`config.mk`:
```
export PLATFORM = sky130hd
export DESIGN_NAME = alu_share_arbiter_flat
export DESIGN_NICKNAME = d
export VERILOG_FILES = /design/src/rtl/alu_pkg.sv /design/src/rtl/alu_share_arbiter_if.sv /design/src/rtl/rr_arbiter.sv /design/src/rtl/alu_share_arbiter.sv /design/src/flat_wrapper.sv
export SDC_FILE = /design/constraint.sdc
export NUM_CORES = 1
export LEC_CHECK = 0
export BUFFER_PORTS_ARGS = -buffer_cell sky130_fd_sc_hd__clkbuf_2
export CAP_MARGIN = 40
export CORE_AREA = 2 2 97 99
export CTS_CLUSTER_SIZE = 12
export DETAILED_ROUTE_END_ITERATION = 10
export DIE_AREA = 0 0 99 101
export GPL_TIMING_DRIVEN = 0
export PLACE_DENSITY = 0.69
export SLEW_MARGIN = 20
export SYNTH_ARGS = -nofsm -noshare
export SYNTH_HDL_FRONTEND = slang
export SYNTH_SLANG_ARGS = --single-unit
```
`constraint.sdc`:
```
create_clock -name clk -period 2.5 [get_ports clk]
set_clock_uncertainty 0.15 [all_clocks]
set_input_delay 0.125 -clock clk [delete_from_list [all_inputs] [get_ports clk]]
set_output_delay 0.125 -clock clk [all_outputs]
set_load 0.01 [all_outputs]
```
`src/rtl/alu_pkg.sv`:
```
// Shared ALU definitions for the filter datapath: opcode encoding, the
// flag bundle returned by the shared ALU, and the response-slot states.
package alu_pkg;

  localparam int ALU_N  = 18;
  localparam int ALU_FW = 3;

  // Encodings 101..111 are not listed; the ALU treats them as MUL.
  typedef enum logic [ALU_FW-1:0] {
    ALU_AND = 3'b000,
    ALU_OR  = 3'b001,
    ALU_ADD = 3'b010,
    ALU_SUB = 3'b011,
    ALU_MUL = 3'b100
  } alu_op_e;

  typedef struct packed {
    logic neg;
    logic zero;
    logic carry;
    logic ovf;
  } alu_flags_t;

  typedef enum logic {
    SLOT_EMPTY = 1'b0,
    SLOT_FULL  = 1'b1
  } slot_state_e;

endpackage

```
`src/rtl/alu_share_arbiter_if.sv`:
```
// Request/response bundle between the filter lanes and the ALU share
// arbiter. The master side belongs to the requesters and the response
// consumer; the slave side belongs to the arbiter.
interface alu_share_arbiter_if #(
  parameter int N   = 18,
  parameter int REQ = 4,
  parameter int IDW = $clog2(REQ)
);

  logic [REQ-1:0]   req_valid;
  logic [REQ-1:0]   req_ready;
  logic [REQ*N-1:0] req_a;
  logic [REQ*N-1:0] req_b;
  logic [REQ*3-1:0] req_f;

  logic             rsp_valid;
  logic             rsp_ready;
  logic [IDW-1:0]   rsp_id;
  logic [N-1:0]     rsp_result;
  logic [3:0]       rsp_flags;

  modport master (
    output req_valid, req_a, req_b, req_f, rsp_ready,
    input  req_ready, rsp_valid, rsp_id, rsp_result, rsp_flags
  );

  modport slave (
    input  req_valid, req_a, req_b, req_f, rsp_ready,
    output req_ready, rsp_valid, rsp_id, rsp_result, rsp_flags
  );

endinterface

```
`src/rtl/rr_arbiter.sv`:
```
// Combinational round-robin picker: grants the first asserted request at or
// after ptr, wrapping modulo REQ. The pointer register lives in the parent.
module rr_arbiter #(
  parameter int REQ = 4,
  localparam int IDW = $clog2(REQ)
) (
  input  logic [REQ-1:0] req,
  input  logic [IDW-1:0] ptr,
  input  logic           en,
  output logic [REQ-1:0] gnt,
  output logic [IDW-1:0] gnt_idx
);

  // Scan requesters starting from the pointer; the first hit wins.
  always_comb begin : pick
    logic found;
    int   idx;
    gnt     = '0;
    gnt_idx = '0;
    found   = 1'b0;
    idx     = 0;
    for (int k = 0; k < REQ; k++) begin
      idx = int'(ptr) + k;
      if (idx >= REQ) idx = idx - REQ;
      if (en && !found && req[idx]) begin
        found   = 1'b1;
        gnt_idx = IDW'(idx);
      end
    end
    if (found) gnt[gnt_idx] = 1'b1;
  end

endmodule

```
`src/rtl/alu_share_arbiter.sv`:
```
// Shares one combinational ALU among REQ filter lanes. A round-robin grant
// steers the winner's operands to the ALU and the ALU output is captured
// into a single response slot tagged with the requester ID.
// Optional feature: define ALU_STICKY_OVF_EN to add per-requester sticky
// overflow bits (ovf_sticky) with per-bit clear (ovf_clr).
module alu_share_arbiter
  import alu_pkg::*;
#(
  parameter int N   = ALU_N,
  parameter int REQ = 4,
  parameter int IDW = $clog2(REQ)
) (
  input  logic              clk,
  input  logic              rst_n,
  alu_share_arbiter_if.slave bus,
  output logic [N-1:0]      alu_a,
  output logic [N-1:0]      alu_b,
  output logic [ALU_FW-1:0] alu_f,
  input  logic [N-1:0]      alu_result,
  input  logic [3:0]        alu_flags
`ifdef ALU_STICKY_OVF_EN
  ,
  output logic [REQ-1:0]    ovf_sticky,
  input  logic [REQ-1:0]    ovf_clr
`endif
);

  slot_state_e    state_p1;
  logic [IDW-1:0] ptr_p1;
  logic [IDW-1:0] id_p1;
  logic [N-1:0]   result_p1;
  alu_flags_t     flags_p1;

  logic           slot_free_p0;
  logic [REQ-1:0] gnt_p0;
  logic [IDW-1:0] gnt_idx_p0;
  logic           gnt_any_p0;
  alu_flags_t     alu_flags_p0;

  // Stage p0: arbitration and operand steering (combinational)
  // A grant is only possible when the slot is empty or draining this cycle;
  // holding rst_n in the enable keeps req_ready low throughout reset.
  assign slot_free_p0 = (state_p1 == SLOT_EMPTY) | bus.rsp_ready;

  rr_arbiter #(.REQ(REQ)) u_arb (
    .req     (bus.req_valid),
    .ptr     (ptr_p1),
    .en      (slot_free_p0 & rst_n),
    .gnt     (gnt_p0),
    .gnt_idx (gnt_idx_p0)
  );

  assign gnt_any_p0    = |gnt_p0;
  assign bus.req_ready = gnt_p0;
  assign alu_flags_p0  = alu_flags_t'(alu_flags);

  // gnt_idx is 0 with no grant, so idle cycles deterministically show lane 0.
  assign alu_a = bus.req_a[int'(gnt_idx_p0)*N +: N];
  assign alu_b = bus.req_b[int'(gnt_idx_p0)*N +: N];
  assign alu_f = bus.req_f[int'(gnt_idx_p0)*ALU_FW +: ALU_FW];

  // Stage p1: response slot
  // Slot FSM plus capture of the granted ALU result and pointer advance.
  always_ff @(posedge clk or negedge rst_n) begin
    if (!rst_n) begin
      state_p1  <= SLOT_EMPTY;
      ptr_p1    <= '0;
      id_p1     <= '0;
      result_p1 <= '0;
      flags_p1  <= '0;
    end else begin
      if (gnt_any_p0) begin
        id_p1     <= gnt_idx_p0;
        result_p1 <= alu_result;
        flags_p1  <= alu_flags_p0;
        ptr_p1    <= (int'(gnt_idx_p0) == REQ - 1) ? '0 : gnt_idx_p0 + 1'b1;
      end
      case (state_p1)
        SLOT_EMPTY: if (gnt_any_p0) state_p1 <= SLOT_FULL;
        SLOT_FULL:  if (bus.rsp_ready && !gnt_any_p0) state_p1 <= SLOT_EMPTY;
        default:    state_p1 <= SLOT_EMPTY;
      endcase
    end
  end

  assign bus.rsp_valid  = (state_p1 == SLOT_FULL);
  assign bus.rsp_id     = id_p1;
  assign bus.rsp_result = result_p1;
  assign bus.rsp_flags  = flags_p1;

`ifdef ALU_STICKY_OVF_EN
  logic [REQ-1:0] ovf_set_p0;

  assign ovf_set_p0 = gnt_p0 & {REQ{alu_flags_p0.ovf}};

  // Sticky overflow per requester; a capture with overflow beats a clear.
  always_ff @(posedge clk or negedge rst_n) begin
    if (!rst_n) begin
      ovf_sticky <= '0;
    end else begin
      ovf_sticky <= (ovf_sticky & ~ovf_clr) | ovf_set_p0;
    end
  end
`endif

endmodule
```
`src/flat_wrapper.sv`:
```
// flat-port wrapper written by rule: the top's interface ports become plain ports
module alu_share_arbiter_flat import alu_pkg::*;
#(
  parameter int N   = ALU_N,
  parameter int REQ = 4,
  parameter int IDW = $clog2(REQ)
)
  (clk, rst_n, alu_a, alu_b, alu_f, alu_result, alu_flags, bus_req_valid, bus_req_a, bus_req_b, bus_req_f, bus_rsp_ready, bus_req_ready, bus_rsp_valid, bus_rsp_id, bus_rsp_result, bus_rsp_flags);
  alu_share_arbiter_if #(.N(N), .REQ(REQ), .IDW(IDW)) bus_i ();
  input  logic clk;
  input  logic rst_n;
  output logic [N-1:0] alu_a;
  output logic [N-1:0] alu_b;
  output logic [ALU_FW-1:0] alu_f;
  input  logic [N-1:0] alu_result;
  input  logic [3:0] alu_flags;
  input wire logic [$bits(bus_i.req_valid)-1:0] bus_req_valid;
  input wire logic [$bits(bus_i.req_a)-1:0] bus_req_a;
  input wire logic [$bits(bus_i.req_b)-1:0] bus_req_b;
  input wire logic [$bits(bus_i.req_f)-1:0] bus_req_f;
  input wire logic [$bits(bus_i.rsp_ready)-1:0] bus_rsp_ready;
  output wire logic [$bits(bus_i.req_ready)-1:0] bus_req_ready;
  output wire logic [$bits(bus_i.rsp_valid)-1:0] bus_rsp_valid;
  output wire logic [$bits(bus_i.rsp_id)-1:0] bus_rsp_id;
  output wire logic [$bits(bus_i.rsp_result)-1:0] bus_rsp_result;
  output wire logic [$bits(bus_i.rsp_flags)-1:0] bus_rsp_flags;
  assign bus_i.req_valid = bus_req_valid;
  assign bus_i.req_a = bus_req_a;
  assign bus_i.req_b = bus_req_b;
  assign bus_i.req_f = bus_req_f;
  assign bus_i.rsp_ready = bus_rsp_ready;
  assign bus_req_ready = bus_i.req_ready;
  assign bus_rsp_valid = bus_i.rsp_valid;
  assign bus_rsp_id = bus_i.rsp_id;
  assign bus_rsp_result = bus_i.rsp_result;
  assign bus_rsp_flags = bus_i.rsp_flags;
  alu_share_arbiter #(.N(N), .REQ(REQ), .IDW(IDW)) u_core (.clk(clk), .rst_n(rst_n), .bus(bus_i), .alu_a(alu_a), .alu_b(alu_b), .alu_f(alu_f), .alu_result(alu_result), .alu_flags(alu_flags));
endmodule
```
After elaboration in Yosys (flattened, before gate mapping)
Index checks and enable logic that the tools add are counted.

Bitwise gates (word level): 3. Add/subtract/negate cells: 8. $lt $le $gt $ge: 10. Multipliers: 2. Muxes and demuxes: 31. Shift-type cells: 3. Equality and inequality tests: 1. Reductions and logical operators: 14.

Operator list (count): $shiftx 72x32->18 (2); $lt 32x4->1 const B (4); $mux 32 (4); $shiftx 12x32->3 (1); $mux 1 (15); $sub 3x3->4 const B (3); $mux 2 (5); $ge 3x3->1 const B (3); $logic_and 1x1->1 (9); $bmux 1 s2 (4); $add 2x2->3 const B (2); $mul 2x4->6 const B (1); $logic_not 1->1 (4); $mul 2x2->4 const B (1); $mux 4 (1); $reduce_or 4->1 (1); $sub 2x3->4 const B (1); $add 2x1->3 const B (1); $ge 2x3->1 const B (1); $lt 2x3->1 const B (1); $add 2x1->2 const B (1); $demux 1 s2 (1); $eq 2x1->1 const B (1); $ge 2x1->1 const B (1); other kinds (4) (4).

Register bits after elaboration: 27. Bits of input ports: 185.

Logic depth before layout (Yosys ltp)
Gate-level depths: netlist of run 1.

Word-level depth: 29. Mapped depth: 6. Depth with buffers taken out: 5.

By module
From an unflattened synthesis of run 1, not the netlist that was laid out.

Cells, all modules: 156. Area, all modules: 2332.2 um2.

Modules (own cells, without submodules): alu_share_arbiter (sequential area each 675.6 um2, area an instance 1961.9 um2, instances 1, cells an instance 109); rr_arbiter (sequential area each 0.0 um2, area an instance 370.4 um2, instances 1, cells an instance 47).

Least setup slack after synthesis of run 1
Ideal clock, no wire load.

Path kind: flip-flop to output port. Start: register u_core.ptr_p1[1]. End: output bus_req_ready[0]. Stages on the path, launching flop included: 7. Arrival: 1.602 ns. Data required time: 2.225 ns. Slack: 0.623 ns. Cell sequence: dfrtp_1 or3b_1 o2111a_2 nand2_8 buf_8 inv_1 nor3_1.

Longest elaborated chain between the ends: 24. Elaborated cells on any way between the ends: 51. Those cells by class: add/sub (7); order compare (6); mux (27); reduce/logical (11).

Ends and longest elaborated chain: from (decl) (RTL line alu_share_arbiter.sv:29) `logic [IDW-1:0] ptr_p1;`; from (signal assigned) (RTL line alu_share_arbiter.sv:76) `ptr_p1 <= (int'(gnt_idx_p0) == REQ - 1) ? '0 : gnt_idx_p0 + 1'b1;`; $sub 2x3->4 or $ge 2x3->1 (tied branches) (RTL line rr_arbiter.sv:24) `if (idx >= REQ) idx = idx - REQ;`; $mux 32 (RTL line rr_arbiter.sv:24); $bmux 1 s2 (RTL line rr_arbiter.sv:25) `if (en && !found && req[idx]) begin`; $mux 1 (not written as such) (2 in a row) (RTL line rr_arbiter.sv:25); $logic_and 1x1->1 (RTL line rr_arbiter.sv:25); $mux 1 (RTL line rr_arbiter.sv:25); $logic_not 1->1 (RTL line rr_arbiter.sv:25); $logic_and 1x1->1 (2 in a row) (RTL line rr_arbiter.sv:25); (+5 left out); $logic_not 1->1 (RTL line rr_arbiter.sv:25); $logic_and 1x1->1 (2 in a row) (RTL line rr_arbiter.sv:25); $mux 2 (RTL line rr_arbiter.sv:25); $lt 2x3->1 (not written as such) or $ge 2x1->1 (tied branches) (RTL line rr_arbiter.sv:30) `if (found) gnt[gnt_idx] = 1'b1;`; $logic_and 1x1->1 (not written as such) (RTL line rr_arbiter.sv:30); $mux 1 (not written as such) (RTL line rr_arbiter.sv:30); $demux 1 s2 (RTL line rr_arbiter.sv:30); $mux 4 (*) (RTL line rr_arbiter.sv:30); to (decl) (RTL line flat_wrapper.sv:22) `output wire logic [$bits(bus_i.req_ready)-1:0] bus_req_ready;`.

Every way passes the cells marked *; elsewhere a longest branch is shown, timed or not. The select of a mux whose other input is x is not followed.

Worst setup path after layout of run 1
Start: register u_core.ptr_p1[1]. End: output alu_a[16].

Longest elaborated chain between the ends: 21. Elaborated cells on any way between the ends: 46. Those cells by class: add/sub (7); mul (1); order compare (4); shift (1); mux (23); reduce/logical (10).

Ends and longest elaborated chain: $sub 2x3->4 or $ge 2x3->1 (tied branches) (RTL line rr_arbiter.sv:24); $mux 32 (RTL line rr_arbiter.sv:24); $bmux 1 s2 (RTL line rr_arbiter.sv:25); $mux 1 (not written as such) (2 in a row) (RTL line rr_arbiter.sv:25); $logic_and 1x1->1 (RTL line rr_arbiter.sv:25); $mux 1 (RTL line rr_arbiter.sv:25); $logic_not 1->1 (RTL line rr_arbiter.sv:25); $logic_and 1x1->1 (2 in a row) (RTL line rr_arbiter.sv:25); $mux 1 (RTL line rr_arbiter.sv:25); $logic_not 1->1 (RTL line rr_arbiter.sv:25); $logic_and 1x1->1 (2 in a row) (RTL line rr_arbiter.sv:25); $mux 1 (RTL line rr_arbiter.sv:25); $logic_not 1->1 (RTL line rr_arbiter.sv:25); $logic_and 1x1->1 (2 in a row) (RTL line rr_arbiter.sv:25); $mux 2 (*) (RTL line rr_arbiter.sv:25); $mul 2x4->6 (*) (RTL line alu_share_arbiter.sv:58) `assign alu_a = bus.req_a[int'(gnt_idx_p0)*N +: N];`; $shiftx 72x32->18 (*) (RTL line alu_share_arbiter.sv:58); to (decl) (RTL line flat_wrapper.sv:12) `output logic [N-1:0] alu_a;`.

Marks and branches as above.

==> flow_metrics.tcl, run 1 <==
set metrics [dict create \
    ant_nets 0 \
    wl_per_cell_um 14.9 \
    crit_path_top_delay_cell "dfrtp_2" \
    synth.distinct_cells 27 \
    ctsRootBufferMaster "clkbuf_8" \
    ys_warn_count 0 \
    multi_input_area_mm2 0.00161 \
    layout_min_cycle_time_ns 2.38 \
    cp_num_buf_inv 2 \
    end_kind "output pin" \
    finalHoldViolCount 0 \
    track_usage_pct 16.2 \
    seqCellArea_um2 677 \
    maxCapViolCount 0 \
    clkLatencyLatePin_ns 0.28 \
    synthSimpleGateAreaFrac_pct 4.12 \
    setup_viol 0 \
    cts_tree "yes" \
    timing.final.crit_share_pct 95.3 \
    drt_iter0_markers 25 \
    synth_top_family_by_area "multiplexers" \
    hpwlAfterDp_mm 7.05 \
    hold_class "in2reg" \
    fp.dieW_um 99 \
    drc 0 \
    wl_mm 9.00 \
    ys_top_cells_by_area "mux2i_1 47%, dfrtp_1 27%, mux2_2 10%" \
    fillers 823 \
    crit_type "reg2out" \
    core_area_mm2 0.00898 \
    rows 35 \
    synth_compound_area_share_pct 2.92 \
    rsz0062_at_grt "false" \
    max_stage_delay_ns 0.46 \
    cts_buffers 3 \
    vias_per_cell 4.63 \
    tightest_slew_ns 0.277 \
    grt_remaining_overflow 0 \
    max_slew_margin_pct 81.5 \
    synth_enable_flop_cells 0 \
    crit_chain "or3b_1 -> o2111a_2 -> nand2_8 -> buf_12 -> mux2i_1 -> mux2i_1 -> clkbuf_2" \
    areaGrowthSynthToFinish_pct 70.2 \
    synthXorXnorAreaFrac_pct 0 \
    synthesis.area_mm2 0.00249 \
    synth.top_cells.by_count "117 x mux2i_1, 27 x dfrtp_1, 22 x mux2_2" \
    leakage_nw 2.61 \
    drive_gt1_share_pct 61.8 \
    diodes 0 \
    first_global_vias 2738 \
    syn_inst 210 \
    critPathRequiredTime_ns 2.23 \
    arrival_ns 2.11 \
    grt_antenna_before_repair 0 \
    finalNetCount 678 \
    firstDrtPassIters 4 \
    io_pins 253 \
    synth_async_sr_flop_share_pct 100 \
    vias 2789 \
    synthMuxAreaShare_pct 57.0 \
    path_max_fanout 10 \
    ys_seq_elements 27 \
    status "finished, final reports clean" \
    die-area_mm2 0.0100 \
    yosys.area.top_type "mux2i_1" \
    drv_slew 0 \
    htree_levels 1 \
    path_clk_slew_ns 0.10 \
    ir_drop_mv 0.517 \
    dieHeight_um 101 \
    fin_util_pct 47.2 \
    startpoint_type "flop" \
    max_freq_ghz 0.420 \
    yosysTopAreaCellShare_pct 47.1 \
    cts_max_path_buffers 2 \
    power_density_mw_per_mm2 474 \
    finalPower_mw 2.01 \
    port_buffers 252 \
    clock-sinks 27 \
    gp_congestion 0.730 \
    cpMostUsedCell "mux2i_1" \
    start_util_pct 27.7 \
    grt_max_degree 28 \
    ys_seq_area_share_pct 27.2 \
    crit_family "simple AND/OR/NAND/NOR gates" \
    synthesis.nets 395 \
    tns_ns 0 \
    synth_most_common_cell "mux2i_1" \
    synthAdderAreaFrac_pct 0 \
    grt_first_pass_wirelength_mm 13.3 \
    synth_ff_type "dfrtp_1" \
    syn_avg_cell_area_um2 11.8 \
]
-- worst register-to-register path, stage by stage, from the launching register on --
cell	delay (ns)
dfrtp_2	0.46
or3b_1	0.37
o2111a_2	0.24
nand2_4	0.15
nor2_1	0.08
a211o_2	0.30
-- cell usage in the layout, fill, tap and decap left out, types with 2 or more instances in the layout --
| cell type | netlist | layout |
|---|---|---|
| a21oi_1 | 3 | 3 |
| mux2_2 | 22 | 22 |
| clkbuf_8 | 0 | 3 |
| dfrtp_1 | 27 | 26 |
| mux2i_1 | 117 | 116 |
| inv_1 | 4 | 4 |
| clkbuf_2 | 0 | 252 |
| buf_4 | 0 | 2 |
| nand2_1 | 5 | 5 |
| dlygate4sd3_1 | 0 | 23 |
| buf_12 | 7 | 8 |
| buf_6 | 2 | 5 |
-- flip-flops by register name (all words and copies together) (netlist names) --
signal                 flops
u_core.ptr_p1              2
u_core.bus.rsp_valid       1
u_core.bus.rsp_id          2
u_core.bus.rsp_result     18
u_core.bus.rsp_flags       4
-- metal layers --
metal / GRT usage, % / wire length (um)
met4: 1.90 / 39
met2: 30.4 / 4590
met5: 0 / 0
met1: 19.5 / 3560
met3: 3.61 / 812
-- stage by stage --
step                hold WS [ns]  instances  worst slack, ns  cell area, um2
finish                    0.0318        603            0.117            4230
global route              0.0590        603         0.000760            4230
CTS                       0.0354        601           0.0300            4190
detailed placement        0.0660        573           0.0698            3890
global placement          0.0489        573           0.0914            3890
floorplan                 -0.321        210            0.623            2490
-- power breakdown --
| part | internal [mW] | total [mW] | switching (mW) | leakage, nW |
|---|---|---|---|---|
| clock network | 0.113 | 0.254 | 0.141 | 0.0217 |
| logic | 0.624 | 1.18 | 0.555 | 2.27 |
| registers | 0.519 | 0.573 | 0.0547 | 0.315 |
| total | 1.26 | 2.01 | 0.750 | 2.61 |
-- area by class of cell --
| type | instances | share of cell area, % |
|---|---|---|
| inverter | 4 | 0.355 |
| multi-input combinational | 165 | 38.0 |
| clock inverter | 1 | 0.177 |
| timing repair buffer | 277 | 35.9 |
| tap | 111 | 3.28 |
| sequential | 27 | 16.0 |
| buffer | 15 | 5.35 |
| clock buffer | 3 | 0.975 |
-- path summary, 6_finish.rpt --
kind	startpoint	endpoint	slack [ns]	cells after the start
min reg2reg	u_core.bus.rsp_id[1]	u_core.bus.rsp_id[1]	0.34	1
min	bus_rsp_ready	u_core.bus.rsp_valid	0.03	3
max	u_core.ptr_p1[1]	alu_a[16]	0.12	7
max reg2reg	u_core.ptr_p1[1]	u_core.ptr_p1[1]	0.66	5
max in group asynchronous	rst_n	u_core.ptr_p1[1]	1.75	3
min in group asynchronous	rst_n	u_core.bus.rsp_result[16]	0.28	3
-- cells by family after synthesis --
family | after synthesis
flip-flops | 27
AND/OR/NAND/NOR | 15
AO/OA/AOI/OAI | 10
buffers and inverters | 19
multiplexers | 139
-- repair_timing --
action | 4_1_cts | 5_1_grt
buffers inserted | 0 | 1
pin swaps | 0 | 1
gates resized for setup | 3 | 8
gates cloned | 0 | 1
hold buffers | 24 | 0
endpoints found under the hold margin | 49 | 0
endpoints found under the setup margin | 8 | 35
No activity file was read; power rests on OpenSTA's default activity.
==> run 2, diff against run 1 <==
--- a/config.mk
+++ b/config.mk
@@ -7,13 +7,14 @@
 export LEC_CHECK = 0
 export BUFFER_PORTS_ARGS = -buffer_cell sky130_fd_sc_hd__clkbuf_2
 export CAP_MARGIN = 40
-export CORE_AREA = 2 2 97 99
+export CORE_AREA = 2 2 98 100
 export CTS_CLUSTER_SIZE = 12
 export DETAILED_ROUTE_END_ITERATION = 10
-export DIE_AREA = 0 0 99 101
+export DIE_AREA = 0 0 100 102
 export GPL_TIMING_DRIVEN = 0
-export PLACE_DENSITY = 0.69
+export PLACE_DENSITY = 0.66
 export SLEW_MARGIN = 20
 export SYNTH_ARGS = -nofsm -noshare
 export SYNTH_HDL_FRONTEND = slang
+export SYNTH_HIERARCHICAL = 1
 export SYNTH_SLANG_ARGS = --single-unit
==> flow_metrics.tcl, run 2 <==
set metrics [dict create \
    tightest_slew_ns 0.397 \
    synth_enable_flop_cells 0 \
    power_density_mw_per_mm2 1510 \
    path_clk_slew_ns 0.09 \
    drv_slew 0 \
    grt_max_degree 28 \
    synth.distinct_cells 39 \
    hpwlAfterDp_mm 8.15 \
    r2r_setup_slack_ns -0.51 \
    grt_antenna_before_repair 0 \
    synthXorXnorAreaFrac_pct 0.376 \
    die-area_mm2 0.0102 \
    max_stage_delay_ns 0.53 \
    wl_met1_mm 3.66 \
    ys_seq_area_share_pct 29.0 \
    areaGrowthSynthToFinish_pct 95.9 \
    hold_class "in2async" \
    ctsRootBufferMaster "clkbuf_8" \
    synth_top_family_by_area "multiplexers" \
    first_global_vias 2712 \
    start_util_pct 25.6 \
    layout_min_cycle_time_ns 3.06 \
    timing.final.crit_share_pct 123 \
    largest_reg_flops 18 \
    routed.top_layer "met4" \
    max_freq_ghz 0.326 \
    synth_ff_type "dfrtp_1" \
    fin_util_pct 50.2 \
    ys_top_cells_by_area "mux4_2 39%, dfrtp_1 29%, mux2_2 13%" \
    status "finished, violations left" \
    cts_max_path_buffers 2 \
    cp_num_buf_inv 4 \
    ant_nets 0 \
    end_kind "output pin" \
    htree_levels 1 \
    synthMuxAreaShare_pct 53.0 \
    crit_path_top_delay_cell "mux4_2" \
    met2_length_mm 5.32 \
    gp_congestion 0.720 \
    firstDrtPassIters 4 \
    wl_per_cell_um 17.6 \
    rows 35 \
    timing.final.ws_setup_ns -0.564 \
    port_buffers 252 \
    dp_slack_ns -1.21 \
    setup_viol 70 \
    synthAdderAreaFrac_pct 0.536 \
    cts_buffers 3 \
    max_slew_margin_pct 73.5 \
    maxCapViolCount 0 \
    finalPower_mw 6.91 \
    cpMostUsedCell "mux4_2" \
    grt_first_pass_wirelength_mm 14.0 \
    met3_length_um 922 \
    rr_startpoint "u_core/ptr_p1[1]" \
    synthesis.nets 342 \
    synth.top_cells.by_count "40 x mux4_2, 27 x dfrtp_1, 26 x mux2_2" \
    core_area_mm2 0.00911 \
    tns_ns -33.51 \
    synth_most_common_cell "mux4_2" \
    vias 2696 \
    synth_compound_area_share_pct 4.56 \
    yosysTopAreaCellShare_pct 38.6 \
    fp.dieW_um 100 \
    vias_per_cell 4.77 \
    io_pins 253 \
    synthesis.area_mm2 0.00233 \
    grt_remaining_overflow 0 \
    stdcell_area_mm2 0.00457 \
    ys_warn_count 6 \
    ir_drop_mv 0.744 \
    cts_tree "yes" \
    clock-sinks 27 \
    synthSimpleGateAreaFrac_pct 9.01 \
    finalHoldViolCount 0 \
    final_common_cell "clkbuf_2" \
    dieHeight_um 102 \
    mostFrequentLayoutCells "247 x clkbuf_2, 40 x mux4_2, 26 x dfrtp_1" \
    finalNetCount 641 \
    clkLatencyLatePin_ns 0.27 \
    drt_iter0_markers 65 \
    critPathRequiredTime_ns 2.23 \
    syn_avg_cell_area_um2 15.0 \
    crit_family "multiplexers" \
    synth_async_sr_flop_share_pct 100 \
    violations "setup timing" \
    diodes 0 \
    rsz0062_at_grt "true" \
    startpoint_type "flop" \
    arrival_ns 2.79 \
    syn_inst 156 \
    yosys.area.top_type "mux4_2" \
    ys_seq_elements 27 \
    leakage_nw 2.30 \
    crit_chain "buf_6 -> mux4_2 -> and2_4 -> nor3_4 -> o41a_4 -> clkbuf_16 -> buf_12 -> mux4_2 -> clkbuf_2" \
    drive_gt1_share_pct 82.8 \
    placed_cell_area_mm2 0.00381 \
    wl_mm 9.95 \
    track_usage_pct 17.7 \
    startpoint "u_core/ptr_p1[0]" \
    crit_type "reg2out" \
    drc 0 \
    path_max_fanout 10 \
]
run 2: changes by cell type in the layout (fill, tap and decap cells not counted), moves of 3 or more:
cell / before / now
mux2i_1: 116 / 2
mux4_2: 0 / 40
mux2_4: 0 / 20
mux2_2: 22 / 7
buf_4: 2 / 10
clkbuf_2: 252 / 247
and2_4: 0 / 4
a21oi_1: 3 / 0
buf_6: 5 / 8
inv_1: 4 / 1
nor3_4: 0 / 3
run 2: kinds of logic after synthesis:
family,count (synthesis)
flip-flops,27
buffers and inverters,14
AO/OA/AOI/OAI,12
multiplexers,70
adder cells (fa/ha/maj),1
AND/OR/NAND/NOR,31
XOR/XNOR,1
run 2: where the power goes:
group	internal (mW)	leakage, nW	switching, mW
registers	0.688	0.316	0.138
clock network	0.113	0.0217	0.131
logic	3.45	1.96	2.39
total	4.25	2.30	2.66
run 2: per-stage QoR:
step           std cells  hold slack (ns)
2_1_floorplan        156           -0.321
3_3_place_gp         519           0.0401
3_5_place_dp         519           0.0489
4_1_cts              565            0.252
5_1_grt              565            0.264
6_report             565            0.266
run 2: worst paths after layout:
kind,to,cells past startpoint
setup reg to reg,u_core/bus.rsp_result[10],10
min in group clk,u_core/bus.rsp_result[11],1
hold / removal,u_core/bus.rsp_result[9],3
setup / recovery,alu_b[12],9
hold reg to reg,u_core/bus.rsp_result[11],1
max in group asynchronous,u_core/ptr_p1[1],3
run 2: repair_timing:
action                                  in CTS  in global routing
resized for setup                           63                 12
cloned                                       2                  0
endpoints found under the setup margin      69                 70
buffers inserted                            15                  0
hold buffers                                25                  0
pin swaps                                    6                  6
hold endpoints to repair                    50                  0
run 2: final cells by class:
class                           instances  area (um2)
Multi-Input combinational cell        115        1760
Timing Repair Buffer                  294        1740
Sequential cell                        27         677
Fill cell                             826        4540
Inverter                                1        3.75
Clock buffer                            3        41.3
Tap cell                              111         139
Clock inverter                          1        7.51
Buffer                                 13         203
run 2: routing by layer:
metal / vias to the layer above / track usage [%]
met5: - / 0
met3: 4 / 4.58
met1: 1307 / 21.0
li1: 1239 / -
met4: 0 / 2.74
met2: 146 / 33.0
run 2: tightest hold or removal path: stages:
cell and delay [ns]:
clkbuf_4 0.12, dlygate4sd3_1 0.60, buf_12 0.20
